<file path="src/rtl/cc3000fpga_mss_pkg.sv">
// Shared constants and state types for the cc3000fpga microcontroller subsystem model.
// Optional APB timeout is enabled by defining MSS_APB_TIMEOUT_EN.
package cc3000fpga_mss_pkg;

  localparam logic [7:0] OP_WRITE = 8'h57;
  localparam logic [7:0] OP_READ  = 8'h52;
  localparam logic [7:0] OP_GPO   = 8'h47;
  localparam logic [7:0] OP_INFO  = 8'h49;

  localparam logic [7:0] ACK = 8'h06;
  localparam logic [7:0] NAK = 8'h15;

  localparam int GPO_0_BIT = 0;
  localparam int GPO_1_BIT = 1;
  localparam int GPO_3_BIT = 3;
  localparam int IO_4_BIT  = 4;

  typedef enum logic [2:0] {
    ST_IDLE,
    ST_ARGS,
    ST_APB_SETUP,
    ST_APB_ACCESS,
    ST_RESP
  } cmd_state_e;

  typedef enum logic [1:0] {
    RX_IDLE,
    RX_START,
    RX_DATA,
    RX_STOP
  } rx_state_e;

  typedef enum logic {
    TX_IDLE,
    TX_SHIFT
  } tx_state_e;

endpackage

</file>
<file path="src/rtl/cc3000fpga_mss_uart.sv">
// 8N1 UART receive and transmit engines; CLK_DIV clock cycles per bit.
// rx_valid pulses one cycle with rx_data; a tx byte transfers on any cycle where tx_valid && tx_ready.
module cc3000fpga_mss_uart
  import cc3000fpga_mss_pkg::*;
#(
  parameter int CLK_DIV = 87
) (
  input  logic       clk,
  input  logic       rst_n,
  input  logic       rxd,
  output logic       txd,
  output logic [7:0] rx_data,
  output logic       rx_valid,
  input  logic [7:0] tx_data,
  input  logic       tx_valid,
  output logic       tx_ready,
  output logic [1:0] rx_state_dbg,
  output logic       tx_state_dbg
);

  localparam int CW = $clog2(CLK_DIV);
  localparam logic [CW-1:0] DIV_LAST  = CW'(CLK_DIV - 1);
  localparam logic [CW-1:0] HALF_LAST = CW'(CLK_DIV / 2 - 1);

  rx_state_e       rx_state_q, rx_state_d;
  logic            rx_s1_q, rx_s1_d, rx_s2_q, rx_s2_d, rx_prev_q, rx_prev_d;
  logic [CW-1:0]   rx_cnt_q, rx_cnt_d;
  logic [2:0]      rx_bit_q, rx_bit_d;
  logic [7:0]      rx_shift_q, rx_shift_d, rx_data_q, rx_data_d;
  logic            rx_valid_q, rx_valid_d;

  tx_state_e       tx_state_q, tx_state_d;
  logic [CW-1:0]   tx_cnt_q, tx_cnt_d;
  logic [3:0]      tx_bit_q, tx_bit_d;
  logic [8:0]      tx_shift_q, tx_shift_d;
  logic            txd_q, txd_d;
  logic            tx_done;

  assign rx_data      = rx_data_q;
  assign rx_valid     = rx_valid_q;
  assign txd          = txd_q;
  assign rx_state_dbg = rx_state_q;
  assign tx_state_dbg = tx_state_q;

  always_comb begin
    rx_s1_d    = rxd;
    rx_s2_d    = rx_s1_q;
    rx_prev_d  = rx_s2_q;
    rx_state_d = rx_state_q;
    rx_cnt_d   = rx_cnt_q;
    rx_bit_d   = rx_bit_q;
    rx_shift_d = rx_shift_q;
    rx_data_d  = rx_data_q;
    rx_valid_d = 1'b0;
    case (rx_state_q)
      RX_IDLE: begin
        if (rx_prev_q && !rx_s2_q) begin
          rx_state_d = RX_START;
          rx_cnt_d   = '0;
        end
      end
      RX_START: begin
        // A start bit that is high again at mid-bit was a glitch.
        if (rx_cnt_q == HALF_LAST) begin
          rx_cnt_d   = '0;
          rx_bit_d   = 3'd0;
          rx_state_d = rx_s2_q ? RX_IDLE : RX_DATA;
        end else begin
          rx_cnt_d = rx_cnt_q + 1'b1;
        end
      end
      RX_DATA: begin
        if (rx_cnt_q == DIV_LAST) begin
          rx_cnt_d   = '0;
          rx_shift_d = {rx_s2_q, rx_shift_q[7:1]};
          rx_bit_d   = rx_bit_q + 3'd1;
          if (rx_bit_q == 3'd7) rx_state_d = RX_STOP;
        end else begin
          rx_cnt_d = rx_cnt_q + 1'b1;
        end
      end
      RX_STOP: begin
        if (rx_cnt_q == DIV_LAST) begin
          rx_state_d = RX_IDLE;
          if (rx_s2_q) begin
            rx_data_d  = rx_shift_q;
            rx_valid_d = 1'b1;
          end
        end else begin
          rx_cnt_d = rx_cnt_q + 1'b1;
        end
      end
      default: rx_state_d = RX_IDLE;
    endcase
  end

  // Ready again in the last stop-bit cycle so response bytes run back-to-back.
  assign tx_done  = (tx_state_q == TX_SHIFT) && (tx_cnt_q == DIV_LAST) && (tx_bit_q == 4'd9);
  assign tx_ready = (tx_state_q == TX_IDLE) || tx_done;

  always_comb begin
    tx_state_d = tx_state_q;
    tx_cnt_d   = tx_cnt_q;
    tx_bit_d   = tx_bit_q;
    tx_shift_d = tx_shift_q;
    txd_d      = txd_q;
    if (tx_state_q == TX_SHIFT) begin
      if (tx_cnt_q == DIV_LAST) begin
        tx_cnt_d = '0;
        if (tx_bit_q == 4'd9) begin
          tx_state_d = TX_IDLE;
          txd_d      = 1'b1;
        end else begin
          txd_d      = tx_shift_q[0];
          tx_shift_d = {1'b1, tx_shift_q[8:1]};
          tx_bit_d   = tx_bit_q + 4'd1;
        end
      end else begin
        tx_cnt_d = tx_cnt_q + 1'b1;
      end
    end
    if (tx_valid && tx_ready) begin
      tx_state_d = TX_SHIFT;
      tx_cnt_d   = '0;
      tx_bit_d   = 4'd0;
      tx_shift_d = {1'b1, tx_data};
      txd_d      = 1'b0;
    end
  end

  always_ff @(posedge clk or negedge rst_n) begin
    if (!rst_n) begin
      rx_state_q <= RX_IDLE;
      rx_s1_q    <= 1'b1;
      rx_s2_q    <= 1'b1;
      rx_prev_q  <= 1'b1;
      rx_cnt_q   <= '0;
      rx_bit_q   <= 3'd0;
      rx_shift_q <= 8'h00;
      rx_data_q  <= 8'h00;
      rx_valid_q <= 1'b0;
      tx_state_q <= TX_IDLE;
      tx_cnt_q   <= '0;
      tx_bit_q   <= 4'd0;
      tx_shift_q <= 9'h1ff;
      txd_q      <= 1'b1;
    end else begin
      rx_state_q <= rx_state_d;
      rx_s1_q    <= rx_s1_d;
      rx_s2_q    <= rx_s2_d;
      rx_prev_q  <= rx_prev_d;
      rx_cnt_q   <= rx_cnt_d;
      rx_bit_q   <= rx_bit_d;
      rx_shift_q <= rx_shift_d;
      rx_data_q  <= rx_data_d;
      rx_valid_q <= rx_valid_d;
      tx_state_q <= tx_state_d;
      tx_cnt_q   <= tx_cnt_d;
      tx_bit_q   <= tx_bit_d;
      tx_shift_q <= tx_shift_d;
      txd_q      <= txd_d;
    end
  end

endmodule

</file>
<file path="src/rtl/cc3000fpga_mss.sv">
// Microcontroller subsystem model: UART_0 command port driving an APB master, GPOs,
// fabric reset synchronizer and UART_1 echo. Define MSS_APB_TIMEOUT_EN for the APB timeout.
module cc3000fpga_mss
  import cc3000fpga_mss_pkg::*;
#(
  parameter int CLK_DIV     = 87,
  parameter int APB_TIMEOUT = 255
) (
  input  logic        SYSCLK,
  input  logic        MSS_RESET_N,
  output logic        FAB_CLK,
  output logic        M2F_RESET_N,
  output logic        MSSPSEL,
  output logic        MSSPENABLE,
  output logic        MSSPWRITE,
  output logic [19:0] MSSPADDR,
  output logic [31:0] MSSPWDATA,
  input  logic [31:0] MSSPRDATA,
  input  logic        MSSPREADY,
  input  logic        MSSPSLVERR,
  input  logic        UART_0_RXD,
  output logic        UART_0_TXD,
  input  logic        UART_1_RXD,
  output logic        UART_1_TXD,
  output logic        M2F_GPO_0,
  output logic        M2F_GPO_1,
  output logic        M2F_GPO_3,
  output logic        IO_4_PADOUT,
  input  logic        F2M_GPI_29,
  input  logic        F2M_GPI_30,
  input  logic        F2M_GPI_31,
  input  logic        GPIO_2_IN,
  input  logic        IO_4_D,
  input  logic        FABINT
);

  cmd_state_e  state_q, state_d;
  logic [7:0]  op_q, op_d;
  logic [55:0] args_q, args_d;
  logic [2:0]  args_left_q, args_left_d;
  logic [19:0] paddr_q, paddr_d;
  logic [31:0] pwdata_q, pwdata_d;
  logic        pwrite_q, pwrite_d;
  logic [39:0] resp_q, resp_d;
  logic [2:0]  resp_left_q, resp_left_d;
  logic        gpo_0_q, gpo_0_d, gpo_1_q, gpo_1_d, gpo_3_q, gpo_3_d, io_4_q, io_4_d;
  logic [1:0]  rst_sync_q, rst_sync_d;
  logic [1:0]  echo_q, echo_d;
`ifdef MSS_APB_TIMEOUT_EN
  localparam int TW = $clog2(APB_TIMEOUT + 1);
  localparam logic [TW-1:0] TMO_LAST = TW'(APB_TIMEOUT - 1);
  logic [TW-1:0] tmo_q, tmo_d;
`endif

  logic [7:0] rx_data, tx_data, status_byte;
  logic       rx_valid, tx_valid, tx_ready;
  logic [1:0] uart_rx_state;
  logic       uart_tx_state;
  logic       unused_bits;

  cc3000fpga_mss_uart #(.CLK_DIV(CLK_DIV)) u_uart_0 (
    .clk          (SYSCLK),
    .rst_n        (MSS_RESET_N),
    .rxd          (UART_0_RXD),
    .txd          (UART_0_TXD),
    .rx_data      (rx_data),
    .rx_valid     (rx_valid),
    .tx_data      (tx_data),
    .tx_valid     (tx_valid),
    .tx_ready     (tx_ready),
    .rx_state_dbg (uart_rx_state),
    .tx_state_dbg (uart_tx_state)
  );

  assign FAB_CLK     = SYSCLK;
  assign M2F_RESET_N = rst_sync_q[1];
  assign UART_1_TXD  = echo_q[1];
  assign MSSPSEL     = (state_q == ST_APB_SETUP) || (state_q == ST_APB_ACCESS);
  assign MSSPENABLE  = (state_q == ST_APB_ACCESS);
  assign MSSPWRITE   = pwrite_q;
  assign MSSPADDR    = paddr_q;
  assign MSSPWDATA   = pwdata_q;
  assign M2F_GPO_0   = gpo_0_q;
  assign M2F_GPO_1   = gpo_1_q;
  assign M2F_GPO_3   = gpo_3_q;
  assign IO_4_PADOUT = io_4_q;
  assign status_byte = {2'b00, FABINT, GPIO_2_IN, F2M_GPI_31, F2M_GPI_30, F2M_GPI_29, IO_4_D};

`ifdef MSS_APB_TIMEOUT_EN
  assign unused_bits = ^{args_q[55:48], uart_rx_state, uart_tx_state};
`else
  assign unused_bits = (^{args_q[55:48], uart_rx_state, uart_tx_state}) ^ (APB_TIMEOUT == 0);
`endif

  always_comb begin
    state_d     = state_q;
    op_d        = op_q;
    args_d      = args_q;
    args_left_d = args_left_q;
    paddr_d     = paddr_q;
    pwdata_d    = pwdata_q;
    pwrite_d    = pwrite_q;
    resp_d      = resp_q;
    resp_left_d = resp_left_q;
    gpo_0_d     = gpo_0_q;
    gpo_1_d     = gpo_1_q;
    gpo_3_d     = gpo_3_q;
    io_4_d      = io_4_q;
    rst_sync_d  = {rst_sync_q[0], 1'b1};
    echo_d      = {echo_q[0], UART_1_RXD};
    tx_valid    = 1'b0;
    tx_data     = resp_q[39:32];
`ifdef MSS_APB_TIMEOUT_EN
    tmo_d       = tmo_q;
`endif
    case (state_q)
      ST_IDLE: begin
        if (rx_valid) begin
          op_d = rx_data;
          case (rx_data)
            OP_WRITE: begin args_left_d = 3'd7; state_d = ST_ARGS; end
            OP_READ:  begin args_left_d = 3'd3; state_d = ST_ARGS; end
            OP_GPO:   begin args_left_d = 3'd1; state_d = ST_ARGS; end
            OP_INFO: begin
              resp_d      = {ACK, status_byte, 24'h0};
              resp_left_d = 3'd2;
              state_d     = ST_RESP;
            end
            default: begin
              resp_d      = {NAK, 32'h0};
              resp_left_d = 3'd1;
              state_d     = ST_RESP;
            end
          endcase
        end
      end
      ST_ARGS: begin
        // Arguments arrive MSB first and are shifted in from the bottom.
        if (rx_valid) begin
          args_d      = {args_q[47:0], rx_data};
          args_left_d = args_left_q - 3'd1;
          if (args_left_q == 3'd1) begin
            case (op_q)
              OP_WRITE: begin
                paddr_d  = args_d[51:32];
                pwdata_d = args_d[31:0];
                pwrite_d = 1'b1;
                state_d  = ST_APB_SETUP;
              end
              OP_READ: begin
                paddr_d  = args_d[19:0];
                pwrite_d = 1'b0;
                state_d  = ST_APB_SETUP;
              end
              default: begin
                gpo_0_d     = rx_data[GPO_0_BIT];
                gpo_1_d     = rx_data[GPO_1_BIT];
                gpo_3_d     = rx_data[GPO_3_BIT];
                io_4_d      = rx_data[IO_4_BIT];
                resp_d      = {ACK, 32'h0};
                resp_left_d = 3'd1;
                state_d     = ST_RESP;
              end
            endcase
          end
        end
      end
      ST_APB_SETUP: begin
        state_d = ST_APB_ACCESS;
`ifdef MSS_APB_TIMEOUT_EN
        tmo_d   = '0;
`endif
      end
      ST_APB_ACCESS: begin
        if (MSSPREADY) begin
          state_d = ST_RESP;
          if (MSSPSLVERR) begin
            resp_d      = {NAK, 32'h0};
            resp_left_d = 3'd1;
          end else if (pwrite_q) begin
            resp_d      = {ACK, 32'h0};
            resp_left_d = 3'd1;
          end else begin
            resp_d      = {ACK, MSSPRDATA};
            resp_left_d = 3'd5;
          end
        end
`ifdef MSS_APB_TIMEOUT_EN
        else if (tmo_q == TMO_LAST) begin
          state_d     = ST_RESP;
          resp_d      = {NAK, 32'h0};
          resp_left_d = 3'd1;
        end else begin
          tmo_d = tmo_q + 1'b1;
        end
`endif
      end
      ST_RESP: begin
        tx_valid = 1'b1;
        if (tx_ready) begin
          resp_d      = {resp_q[31:0], 8'h00};
          resp_left_d = resp_left_q - 3'd1;
          if (resp_left_q == 3'd1) state_d = ST_IDLE;
        end
      end
      default: state_d = ST_IDLE;
    endcase
  end

  always_ff @(posedge SYSCLK or negedge MSS_RESET_N) begin
    if (!MSS_RESET_N) begin
      state_q     <= ST_IDLE;
      op_q        <= 8'h00;
      args_q      <= 56'h0;
      args_left_q <= 3'd0;
      paddr_q     <= 20'h0;
      pwdata_q    <= 32'h0;
      pwrite_q    <= 1'b0;
      resp_q      <= 40'h0;
      resp_left_q <= 3'd0;
      gpo_0_q     <= 1'b0;
      gpo_1_q     <= 1'b0;
      gpo_3_q     <= 1'b0;
      io_4_q      <= 1'b0;
      rst_sync_q  <= 2'b00;
      echo_q      <= 2'b11;
`ifdef MSS_APB_TIMEOUT_EN
      tmo_q       <= '0;
`endif
    end else begin
      state_q     <= state_d;
      op_q        <= op_d;
      args_q      <= args_d;
      args_left_q <= args_left_d;
      paddr_q     <= paddr_d;
      pwdata_q    <= pwdata_d;
      pwrite_q    <= pwrite_d;
      resp_q      <= resp_d;
      resp_left_q <= resp_left_d;
      gpo_0_q     <= gpo_0_d;
      gpo_1_q     <= gpo_1_d;
      gpo_3_q     <= gpo_3_d;
      io_4_q      <= io_4_d;
      rst_sync_q  <= rst_sync_d;
      echo_q      <= echo_d;
`ifdef MSS_APB_TIMEOUT_EN
      tmo_q       <= tmo_d;
`endif
    end
  end

endmodule

</file>
<file path="config.mk">
export PLATFORM = sky130hd
export DESIGN_NAME = cc3000fpga_mss
export DESIGN_NICKNAME = d
export VERILOG_FILES = /design/src/rtl/cc3000fpga_mss_pkg.sv /design/src/rtl/cc3000fpga_mss_uart.sv /design/src/rtl/cc3000fpga_mss.sv
export SDC_FILE = /design/constraint.sdc
export NUM_CORES = 1
export LEC_CHECK = 0
export ABC_AREA = 1
export CORE_MARGIN = 5
export CORE_UTILIZATION = 52
export DETAILED_ROUTE_END_ITERATION = 8
export HOLD_SLACK_MARGIN = 0.15
export PLACE_DENSITY = 0.79
export REMOVE_ABC_BUFFERS = 1
export SLEW_MARGIN = 25
export SYNTH_ARGS = -nofsm -noshare
export SYNTH_HDL_FRONTEND = slang
export SYNTH_SLANG_ARGS = --single-unit
</file>
<file path="constraint.sdc">
create_clock -name SYSCLK -period 2.5 [get_ports SYSCLK]
set_input_delay 0.5 -clock SYSCLK [delete_from_list [all_inputs] [get_ports SYSCLK]]
set_output_delay 0.5 -clock SYSCLK [all_outputs]
set_load 0.02 [all_outputs]
</file>
# After elaboration in Yosys (flattened, before gate mapping)
# Cells that the tools add are included.
# W data, S select, Z words.
[word_totals] regBits=216 in_bits=44 word_cells=178
[op_classes] n_addsub=6 n_eq_ne=36 n_mux=73 bitwise_logic=2 n_reduce_logical=32
[op_table] operator="$mux W40" n=6
[op_table] operator="$pmux W40 S4" n=1
[op_table] operator="$pmux W40 S2" n=1
[op_table] operator="$mux W3" n=20
[op_table] operator="$mux W7" n=7
[op_table] operator="$eq A8 B7 Y1 const B" n=6
[op_table] operator="$pmux W20 S2" n=1
[op_table] operator="$mux W37" n=1
[op_table] operator="$mux W9" n=4
[op_table] operator="$mux W32" n=1
[op_table] operator="$pmux W7 S4" n=1
[op_table] operator="$ne A2 B1 Y1 const B" n=9
[op_table] operator="$pmux W3 S2" n=3
[op_table] operator="$mux W4" n=4
[op_table] operator="$reduce_and A4 Y1" n=4
[op_table] operator="$pmux W3 S5" n=1
[op_table] operator="$add A7 B1 Y7 const B" n=2
[op_table] operator="$eq A7 B7 Y1 const B" n=2
[op_table] operator="$mux W1" n=12
[op_table] operator="$mux W2" n=6
[op_table] operator="$ne A2 B2 Y1 const B" n=6
[op_table] operator="$pmux W3 S4" n=1
[op_table] operator="$reduce_and A2 Y1" n=5
[op_table] operator="$reduce_bool A2 Y1" n=5
[op_table] operator="other kinds (27)" n=40

# Longest topological paths before layout
# Gate-level depths: netlist of the first run.
[depth] word_depth=7 depth_mapped=12 depth_no_buf=11

# By module
# A second synthesis of the first run with hierarchy kept.
[hier_totals] hier_cells=1208 area_unflattened_um2=10039.6
[by_module_without_submodules] mod="cc3000fpga_mss" instances=1 cells_each=883 area_each_um2=7365.8
[by_module_without_submodules] mod="cc3000fpga_mss_uart" instances=1 cells_each=325 area_each_um2=2673.8

==> results of run 1 <==
==> final timing paths <==
| kind | endpoint | from |
|---|---|---|
| min in group asynchronous | rst_sync_q[1]$_DFF_PN0_ | MSS_RESET_N |
| hold / removal | echo_q[0]$_DFF_PN1_ | UART_1_RXD |
| setup reg to reg | resp_q[17]$_DFFE_PN0P_ | u_uart_0.tx_cnt_q[0]$_DFFE_PN0N_ |
| hold reg to reg | rst_sync_q[1]$_DFF_PN0_ | rst_sync_q[0]$_DFF_PN0_ |
| setup / recovery | FAB_CLK | SYSCLK |
| max in group asynchronous | resp_q[6]$_DFFE_PN0P_ | MSS_RESET_N |
==> state kept, by name (all words and copies together) (netlist names), 2 cells and up, named ones only <==
register / count
args_left_q: 3
u_uart_0.tx_cnt_q: 7
op_q: 8
u_uart_0.rx_bit_q: 3
resp_q: 40
rst_sync_q: 2
MSSPWDATA: 32
u_uart_0.rx_cnt_q: 7
u_uart_0.rx_shift_q: 8
echo_q: 2
state_q: 3
MSSPADDR: 20
args_q: 44
u_uart_0.rx_data: 8
resp_left_q: 3
u_uart_0.tx_bit_q: 4
u_uart_0.tx_shift_q: 8
==> cell type report <==
class / count / area [um^2] / area share (%)
Clock inverter: 9 / 203 / 1.70
Inverter: 121 / 454 / 3.81
Timing Repair Buffer: 124 / 1260 / 10.6
Clock buffer: 34 / 716 / 6.00
Tap cell: 234 / 293 / 2.45
Sequential cell: 215 / 5400 / 45.3
Multi-Input combinational cell: 786 / 3610 / 30.2
==> synthesized netlist by cell type (3+ instances only) <==
library cell	instances	share of area, %
nand3_1	81	4.2
dfstp_2	14	3.8
a22oi_1	3	0.23
nor2_1	58	2.2
inv_2	5	0.19
dfrtp_1	201	52
nand2_1	403	16
nand4_1	7	0.45
a21oi_1	15	0.77
a21boi_0	7	0.54
buf_4	4	0.31
o21ai_1	32	1.6
buf_2	17	0.88
clkbuf_1	17	0.66
o21ai_0	133	6.8
ha_1	12	1.5
nor3_1	6	0.31
inv_1	116	4.5
buf_6	7	0.81
==> kinds of logic after synthesis <==
family                   Yosys count
AO/OA/AOI/OAI                    197
AND/OR/NAND/NOR                  572
other                              1
buffers and inverters            167
XOR/XNOR                           4
flip-flops                       215
adder cells (fa/ha/maj)           12
==> power by group through the flow <==
stage | sequential, mW | combinational [mW] | clock, mW
after floorplan | 3.93 | 1.06 | 0
after CTS | 3.91 | 1.68 | 4.09
after global placement | 3.96 | 1.63 | 0.0537
after global routing | 3.95 | 1.92 | 4.26
final | 3.91 | 1.68 | 4.03
after detailed placement | 3.96 | 1.67 | 0.0537
==> per-layer routing <==
layer	routed length [um]	GRT usage, %	up-vias	part of all wire (%)
met5	0	0	-	0
met4	510	6.49	0	2.4
met3	1260	3.45	48	5.9
met2	10300	34.4	224	48
met1	9450	27.2	3726	44
li1	-	-	3931	-
==> metrics by stage <==
stage	setup TNS [ns]	instance area, um^2	worst slack [ns]	std cells	hold WS (ns)
2_1_floorplan	-1.32	9460	-0.0559	1122	0.204
3_3_place_gp	0	11000	0.242	1480	0.332
3_5_place_dp	0	11000	0.242	1480	0.337
4_1_cts	0	11900	0.187	1523	0.273
5_1_grt	0	11900	0.125	1523	0.272
6_report	0	11900	0.199	1523	0.288
==> repair_timing <==
item,4_1_cts,5_1_grt
gates resized for setup,5,0
hold endpoints to repair,41,0
setup endpoints to repair,3,0
hold buffers,1,0
==> results.md, run 1 <==
* Drt wl/cell at 14.1 um
* Final Cycle Share at 92.0%
* Setup Buffers After CTS at 0
* WP depth at 3
* Initial antenna violation count at 0
* Critical path launch point type: clock port
* Die height at 147 um
* Post-Syn Area per Cell at 8.32 um^2
* Top FF cell, synth: dfrtp_1
* Min-Delay Path Depth at 1
* Most common cell on crit path: clkbuf_16
* Yosys reg bits at 215
* DRC at 0
* Vias in the first global route at 7883
* Comb power frac at 17.5%
* Commonest non-fill, non-tap cells in the layout: nand2_1 (402), dfrtp_1 (199), o21ai_0 (133), inv_1 (116), clkdlybuf4s50_1 (102)
* Buf+Inv Stages, Crit Path at 3
* Net Sw Frac at 28.6%
* Critical path type: clk2out
* Leakage at 5.71 nW
* CP delay by family, top: buffers and inverters
* Proportion of synthesized area in mux cells at 0%
* Number of synthesized flops with an enable pin at 0
* Status: completed
* Initial Utilization at a little over half
* Sequential power share at 40.7%
* Vias at 7929
* Pwr dens at between 800 and 900 nW/um^2
* Post-synthesis compound-gate area fraction at 10.6%
* Post-route ant nets at 0
* IR drop worst, VDD at 596 uV
* Largest net degree at the start of global routing at 57
* Hold Crit Class: in2reg
* Die X at 147 um
* Core Area at ~19000 um^2
* Internal at 6.87 mW
* Share of cells above drive strength 1 at just over 7%
* Worst slew margin at 57.3%
* Yosys Warn Count at 0
* TritonCTS clock tree: done
* Worst R2R Path Depth at 11
* 1st-pass router iterations at 5
* F_max at 435 MHz
* Worst-Margin Slew at 0.638 ns
* WP data required at ~2.0 ns
* Vias per cell at 5.21
* First-pass GRT wire length at ~37000 um
* CP arrival at 1.80 ns
* Clock power share at 41.9%
* Fin util at 64.2%
* CP Capture Type: output port
* Final setup vio count at 0
* DPL Wire Length at 14100 um
* I/O pin count at between 100 and 150
* FF-to-FF setup slack at 0.35 ns
* RSZ-0062 raised after global routing: no
* Critical-path cell list: clkbuf_16 > clkbuf_16 > dlygate4sd2_1
* Synth Cell Area at 9720 um^2
* Async SR Flop Fraction at 100%
* Routability cong. at roughly 0.84
* Sw power at 2.75 mW
* Total grt overflow at 0
* Post-synthesis xor/xnor area fraction at less than 1%
* Layout fillers at 1477
* Antenna diodes at 0
* CP Max Fanout at 2
* Largest family of logic cells by synthesized area: simple AND/OR/NAND/NOR gates
* Slowest cell on crit path: dlygate4sd2_1
* Most common cell after layout, fill and taps aside: nand2_1
* Register area share after synthesis at 55.5%
* DRT iter0 DRCs at 466
* Final Hold Vio Count at 0
* Tot GR Track Use at 20.4%
* Syn Inst Count at between 1000 and 1500
* Clk Latency, worst-skew pair at 0.62 ns
* Min Tclk post-route at 2.30 ns
* Pins Over Slew Limit at 0
* NumNets Final at 1331
* Worst clock skew at 0.00964 ns
* Max cap viols at 0
* Die area at 21500 um^2
* Std-Cell Rows at 50
* Area grow syn2layout at 22.8%
* WL final at 21500 um
* Port buffer count at ~110
* Post-Synth Adder-Cell Area at 1.54%
* Tot Pwr at 9.62 mW
* Synth Area in Simple Gates at ~25%
* Library cells used by synthesis at 42
* Worst-path clk slew at around 0.060 ns
* Slowest Stage Delay on Critical Path at 0.31 ns
Note: power is estimated with default switching activity, not from simulation.
==> run 2: changes to the inputs <==
clock period = 2.6 ns   (was 2.5 ns; I/O delays follow)
==> run 2 against run 1 <==
Against the previous run:
- non-clock buffer count fell by 2
- sequential share of layout area rose by 0.58 points
- global-route usage shrank 0.38 points
- combinational power fell by 7%
- core utilization down 0.81 points
- final area is 1.3% lower
- final cell count unchanged
- largest power group is now registers
- clock-buffer cell count is 5 higher
- setup slack gained 0.058 ns
==> results.md, run 2 (synthesis gave the netlist of run 1 again) <==
* CP arrival at 2.89 ns
* Vias in the first global route at 7697
* Tot Pwr at 8.73 mW
* Status: completed
* Final setup vio count at 0
* Drt wl/cell at 14.0 um
* Routability cong. at 0.831
* Vias at 7858
* Area grow syn2layout at 21.2%
* Worst clock skew at 0.00769 ns
* Hold Crit Class: in2reg
* Clk Latency, worst-skew pair at ~0.6 ns
* Critical path launch point type: flop
* DRC at 0
* Post-route ant nets at 0
* WP data required at 3.14 ns
* Worst R2R Path Depth at 10
* Routed met3 length at approximately 1200 um
* Met1 Wirelength at 9310 um
* Commonest non-fill, non-tap cells in the layout: nand2_1 (402), dfrtp_1 (199), o21ai_0 (133), inv_1 (116), clkdlybuf4s50_1 (102)
* Most common cell after layout, fill and taps aside: nand2_1
* Max FFs per register at 44
* Final Hold Vio Count at 0
* Vias per cell at 5.16
* Hold path endpoint: u_uart_0.rx_s1_q$_DFF_PN1_
* Initial Utilization at 52.3%
* DPL Wire Length at between 10000 and 15000 um
* Die X at roughly 150 um
* Worst-Margin Slew at 0.972 ns
* Die area at 21500 um^2
* NumNets Final at 1329
* Std-Cell Rows at 50
* CP Max Fanout at 43
* Port buffer count at 106
* Inst Count DP at 1478
* RSZ-0062 raised after global routing: no
* CP Capture Type: flop
* Initial antenna violation count at 0
* Pwr dens at 741 nW/um^2
* Setup Buffers After CTS at 0
* Min-Delay Path Depth at 1
* Largest net degree at the start of global routing at 69
* Tot GR Track Use at 20.0%
* Reg2reg end: resp_q[8]$_DFFE_PN0P_
* DRT iter0 DRCs at ~450
* Core Area at 18600 um^2
* Total grt overflow at 0
* FF-to-FF setup slack at between 0.2 and 0.3 ns
* First-pass GRT wire length at about 37000 um
* Critical path type: reg2reg
* Setup TNS at 0 ns
* Launching point of the worst reg2reg path: args_left_q[1]$_DFFE_PN0P_
* TritonCTS clock tree: done
* Top routing layer in use: met4
* I/O pin count at 107
* Worst slew margin at 35.1%
* Die height at 147 um
* Min Tclk post-route at 2.34 ns
* IR drop worst, VDD at 488 uV
* Met2 Routed Length at 10300 um
* Layout fillers at 1499
* Share of cells above drive strength 1 at 6.98%
* Hold wc startpoint: UART_0_RXD
* Post-Layout Cell Count at 1523
* Max cap viols at 0
* Pins Over Slew Limit at 0
* Antenna diodes at 0
* 1st-pass router iterations at 5
* WL final at 21300 um
* Final Cycle Share at 90.1%
* Most flops, register: args_q
* Leakage at 5.68 nW
* Worst-path clk slew at approximately 0.060 ns
* F_max at 427 MHz
## run 2: layer usage
layer	vias up	track usage [%]
met5	-	0
met4	0	6.26
met3	40	2.90
met2	211	34.1
met1	3676	26.8
li1	3931	-
## run 2: timing repair
item                       in CTS  in global routing
hold endpoints to repair       59                  0
gates resized for setup         2                  3
setup endpoints to repair       2                  4
pin swaps                       0                  1
hold buffers                    1                  0
## run 2: how the worst max path moves through the flow
stage | start | to | slack, ns | cells after the start
after floorplan | state_q[2]$_DFFE_PN0P_ | MSSPWRITE$_DFFE_PN0P_ | 0.04 | 7
after global placement | SYSCLK | FAB_CLK | 0.27 | 1
after detailed placement | SYSCLK | FAB_CLK | 0.27 | 1
after CTS | state_q[1]$_DFFE_PN0P_ | MSSPSEL | 0.007 | 3
after global routing | args_left_q[1]$_DFFE_PN0P_ | resp_q[6]$_DFFE_PN0P_ | 0.02 | 10
final | args_left_q[1]$_DFFE_PN0P_ | resp_q[8]$_DFFE_PN0P_ | 0.26 | 10
## run 2: area by class of cell
type | count | area (um^2) | share of cell area, %
Sequential cell | 215 | 5400 | 45.8
Tap cell | 234 | 293 | 2.48
Multi-Input combinational cell | 786 | 3610 | 30.6
Inverter | 121 | 454 | 3.85
Clock inverter | 6 | 55.1 | 0.467
Clock buffer | 39 | 758 | 6.43
Timing Repair Buffer | 122 | 1210 | 10.3
## run 2: through the flow
stage | util [%] | cell area [um^2] | worst slack (ns) | hold slack, ns
after detailed placement | 59.0 | 11000 | 0.272 | 0.335
final | 63.4 | 11800 | 0.258 | 0.317
after floorplan | - | 9460 | 0.0441 | 0.224
after global routing | 63.4 | 11800 | 0.0213 | 0.315
after CTS | 63.4 | 11800 | 0.00662 | 0.298
after global placement | 59.0 | 11000 | 0.272 | 0.332
## run 2: where the power goes
group / internal [mW] / switching [mW] / leakage [nW]
sequential: 3.59 / 0.182 / 2.91
combinational: 0.463 / 1.10 / 2.36
clock: 2.09 / 1.31 / 0.411
## run 2: worst max-delay path, stage by stage (launching register included)
cell      delay, ns
dfrtp_1        0.38
inv_1          0.10
ha_1           0.16
nand2_1        0.16
nand2_1        0.11
nand2_1        0.07
a21boi_1       0.12
nand2_1        0.10
nor2_4         0.74
nand3_1        0.19
nand2_1        0.12
==> run 3: changes to the inputs <==
REMOVE_ABC_BUFFERS = unset   (was 1)
SYNTH_HIERARCHICAL = 1   (was unset)
==> run 3 against run 2 <==
Against the previous run:
- clock-buffer cell count shrank 6
- non-clock buffer count up 2
- total power down 15%
- final area is 3.5% higher
- critical path depth is 8 lower
- register-to-register slack improved by 0.16 ns
- synthesized cell count grew 3.4%
- sequential power is 9.3% lower
- final cell count increased by 4.3%
- clock power rose by 7.1%
- core utilization is 1.3 points higher
- sequential cell count is the same
- critical path type is now reg2out
- largest cell class unchanged
- highest routed layer unchanged
==> results.md, run 3 <==
* Status: completed
* CP Max Fanout at 8
* Critical path launch point type: flop
* Pins Over Slew Limit at 0
* Port buffer count at 106
* Tot GR Track Use at between 20% and 30%
* Top cell type's share of synthesized area at 50.1%
* DRT iter0 DRCs at 425
* Max cap viols at 0
* Routability cong. at a little under 0.9
* 1st-pass router iterations at 5
* Setup Buffers After CTS at 0
* Hold Crit Class: in2reg
* Area leader, netlist: dfrtp_1
* Max FFs per register at 44
* Vias at roughly 7900
* Synth top cells by count: nand2_1 (494), dfrtp_1 (201), inv_1 (112)
* Initial antenna violation count at 0
* Area grow syn2layout at 21.4%
* Critical path type: reg2out
* Drt wl/cell at 13.6 um
* Min Tclk post-route at roughly 2.5 ns
* Final Cycle Share at 95.6%
* Synth area leaders: dfrtp_1 (50%), nand2_1 (18%), o21ai_0 (4.9%), inv_1 (4.2%), dfstp_2 (3.7%)
* Vias per cell at 5.00
* Yosys Warn Count at 6
* Most common cell after layout, fill and taps aside: nand2_1
* Syn Inst Count at 1208
* Largest net degree at the start of global routing at 69
* Number of synthesized flops with an enable pin at 0
* CP arrival at approximately 2 ns
* Top FF cell, synth: dfrtp_1
* Total grt overflow at 0
* Most flops, register: args_q
* I/O pin count at 107
* Std-Cell Rows at 50
* Worst setup slack after layout at approximately 0.12 ns
* Clk Latency, worst-skew pair at 0.64 ns
* Worst-path clk slew at 0.06 ns
* Library cells used by synthesis at 42
* Leakage at 6.03 nW
* WP data required at 2.08 ns
* NumNets Final at 1368
* Mapped Nets at 1264
* Final setup vio count at 0
* Core Area at 18800 um^2
* CP Capture Type: output port
* Worst clock skew at roughly 0.021 ns
* Antenna diodes at 0
* Post-Syn Area per Cell at a little over 8 um^2
* Worst-Margin Slew at around 0.63 ns
* IR drop worst, VDD at 644 uV
* Final Hold Vio Count at 0
* WL final at 21600 um
* Commonest non-fill, non-tap cells in the layout: nand2_1 (493), dfrtp_1 (200), inv_1 (112), clkdlybuf4s50_1 (103), o21ai_0 (98)
* Die area at 22200 um^2
* DRC at 0
* Register area share after synthesis at a little over half
* Worst slew margin at 57.9%
* Fin util at around two thirds
* Yosys reg bits at 215
* Share of cells above drive strength 1 at a little over a tenth
* First-pass GRT wire length at 36900 um
* Post-route ant nets at 0
* TritonCTS clock tree: done
* Worst slack at placement at between 0.2 and 0.3 ns
* Die X at about 150 um
* Most common cell in the netlist: nand2_1
* F_max at 402 MHz
* Setup TNS at 0 ns
* Pwr dens at 607 nW/um^2
* Async SR Flop Fraction at 100%
* RSZ-0062 raised after global routing: no
* Vias in the first global route at 7761
* Hold WS at around 0.3 ns
* DPL Wire Length at 14900 um
* Synth Cell Area at 10000 um^2
* Tot Pwr at 7.40 mW
* Initial Utilization at a little over half
* Die height at 149 um
[run 3: cell types whose count changed after synthesis, sizes merged, moves of 3 or more]
| cell | before | now |
|---|---|---|
| nand2 | 406 | 503 |
| o21ai | 165 | 131 |
| nand3 | 83 | 55 |
| a21boi | 8 | 0 |
| buf | 29 | 37 |
| nand4 | 7 | 15 |
| clkbuf | 17 | 12 |
| mux2 | 0 | 4 |
| nor3 | 8 | 4 |
| xor2 | 2 | 6 |
| a22oi | 3 | 0 |
| nor2 | 63 | 66 |
[run 3: worst paths after layout]
check | cells after the start | slack, ns | to | from
max | 2 | 0.12 | MSSPSEL | state_q[2]$_DFFE_PN0P_
min | 1 | 0.30 | echo_q[0]$_DFF_PN1_ | UART_1_RXD
max reg2reg | 9 | 0.42 | MSSPWDATA[3]$_DFFE_PN0P_ | state_q[2]$_DFFE_PN0P_
min reg2reg | 0 | 0.36 | echo_q[1]$_DFF_PN1_ | echo_q[0]$_DFF_PN1_
max in group asynchronous | 3 | 1.49 | u_uart_0/tx_shift_q[7]$_DFFE_PN1P_ | MSS_RESET_N
min in group asynchronous | 2 | 0.39 | MSSPWDATA[11]$_DFFE_PN0P_ | MSS_RESET_N
[run 3: worst max-delay path: stages, from the launching register on]
cell	delay, ns
dfrtp_1	0.49
nor2_1	0.21
clkdlybuf4s50_1	0.63
[run 3: what timing repair did]
| action | 4_1_cts | 5_1_grt |
|---|---|---|
| endpoints found under the hold margin | 41 | 0 |
| gates resized for setup | 2 | 1 |
| hold buffers | 1 | 0 |
| pin swaps | 0 | 0 |
| setup endpoints to repair | 2 | 1 |
[run 3: cell type report]
type	count	area, um^2
Fill cell	1548	6640
Sequential cell	215	5400
Timing Repair Buffer	124	1270
Clock buffer	33	712
Inverter	122	460
Tap cell	260	325
Multi-Input combinational cell	822	3860
Clock inverter	12	163
[run 3: stage by stage]
stage          std cells  instance area, um^2
6_report            1588                12200
5_1_grt             1588                12200
4_1_cts             1588                12200
3_5_place_dp        1543                11300
3_3_place_gp        1543                11300
2_1_floorplan       1208                10000
[run 3: power breakdown]
part           switching (mW)  total [mW]  internal [mW]
sequential             0.0386        3.42           3.38
clock                    1.40        3.64           2.24
combinational           0.210       0.337          0.126
total                    1.65        7.40           5.75
[run 3: cell families (layout without fill, tap and decap cells)]
| logic type | after synthesis | in the layout | synth area share [%] |
|---|---|---|---|
| mux | 4 | 4 | 0.449 |
| flops | 215 | 215 | 53.8 |
| buf+inv | 171 | 291 | 7.83 |
| xor+xnor | 8 | 8 | 0.698 |
| other cells | 1 | 1 | 0.0374 |
| compound gates | 149 | 149 | 8.39 |
| simple gates | 648 | 648 | 27.3 |
| fa+ha+maj | 12 | 12 | 1.50 |
[run 3: routing by layer]
metal / up-vias / global-route usage, % / wire length, um
met5: - / 0 / 0
met4: 0 / 5.58 / 499
met3: 45 / 3.59 / 1170
met2: 189 / 34.0 / 10500
met1: 3733 / 26.6 / 9390
li1: 3971 / - / -
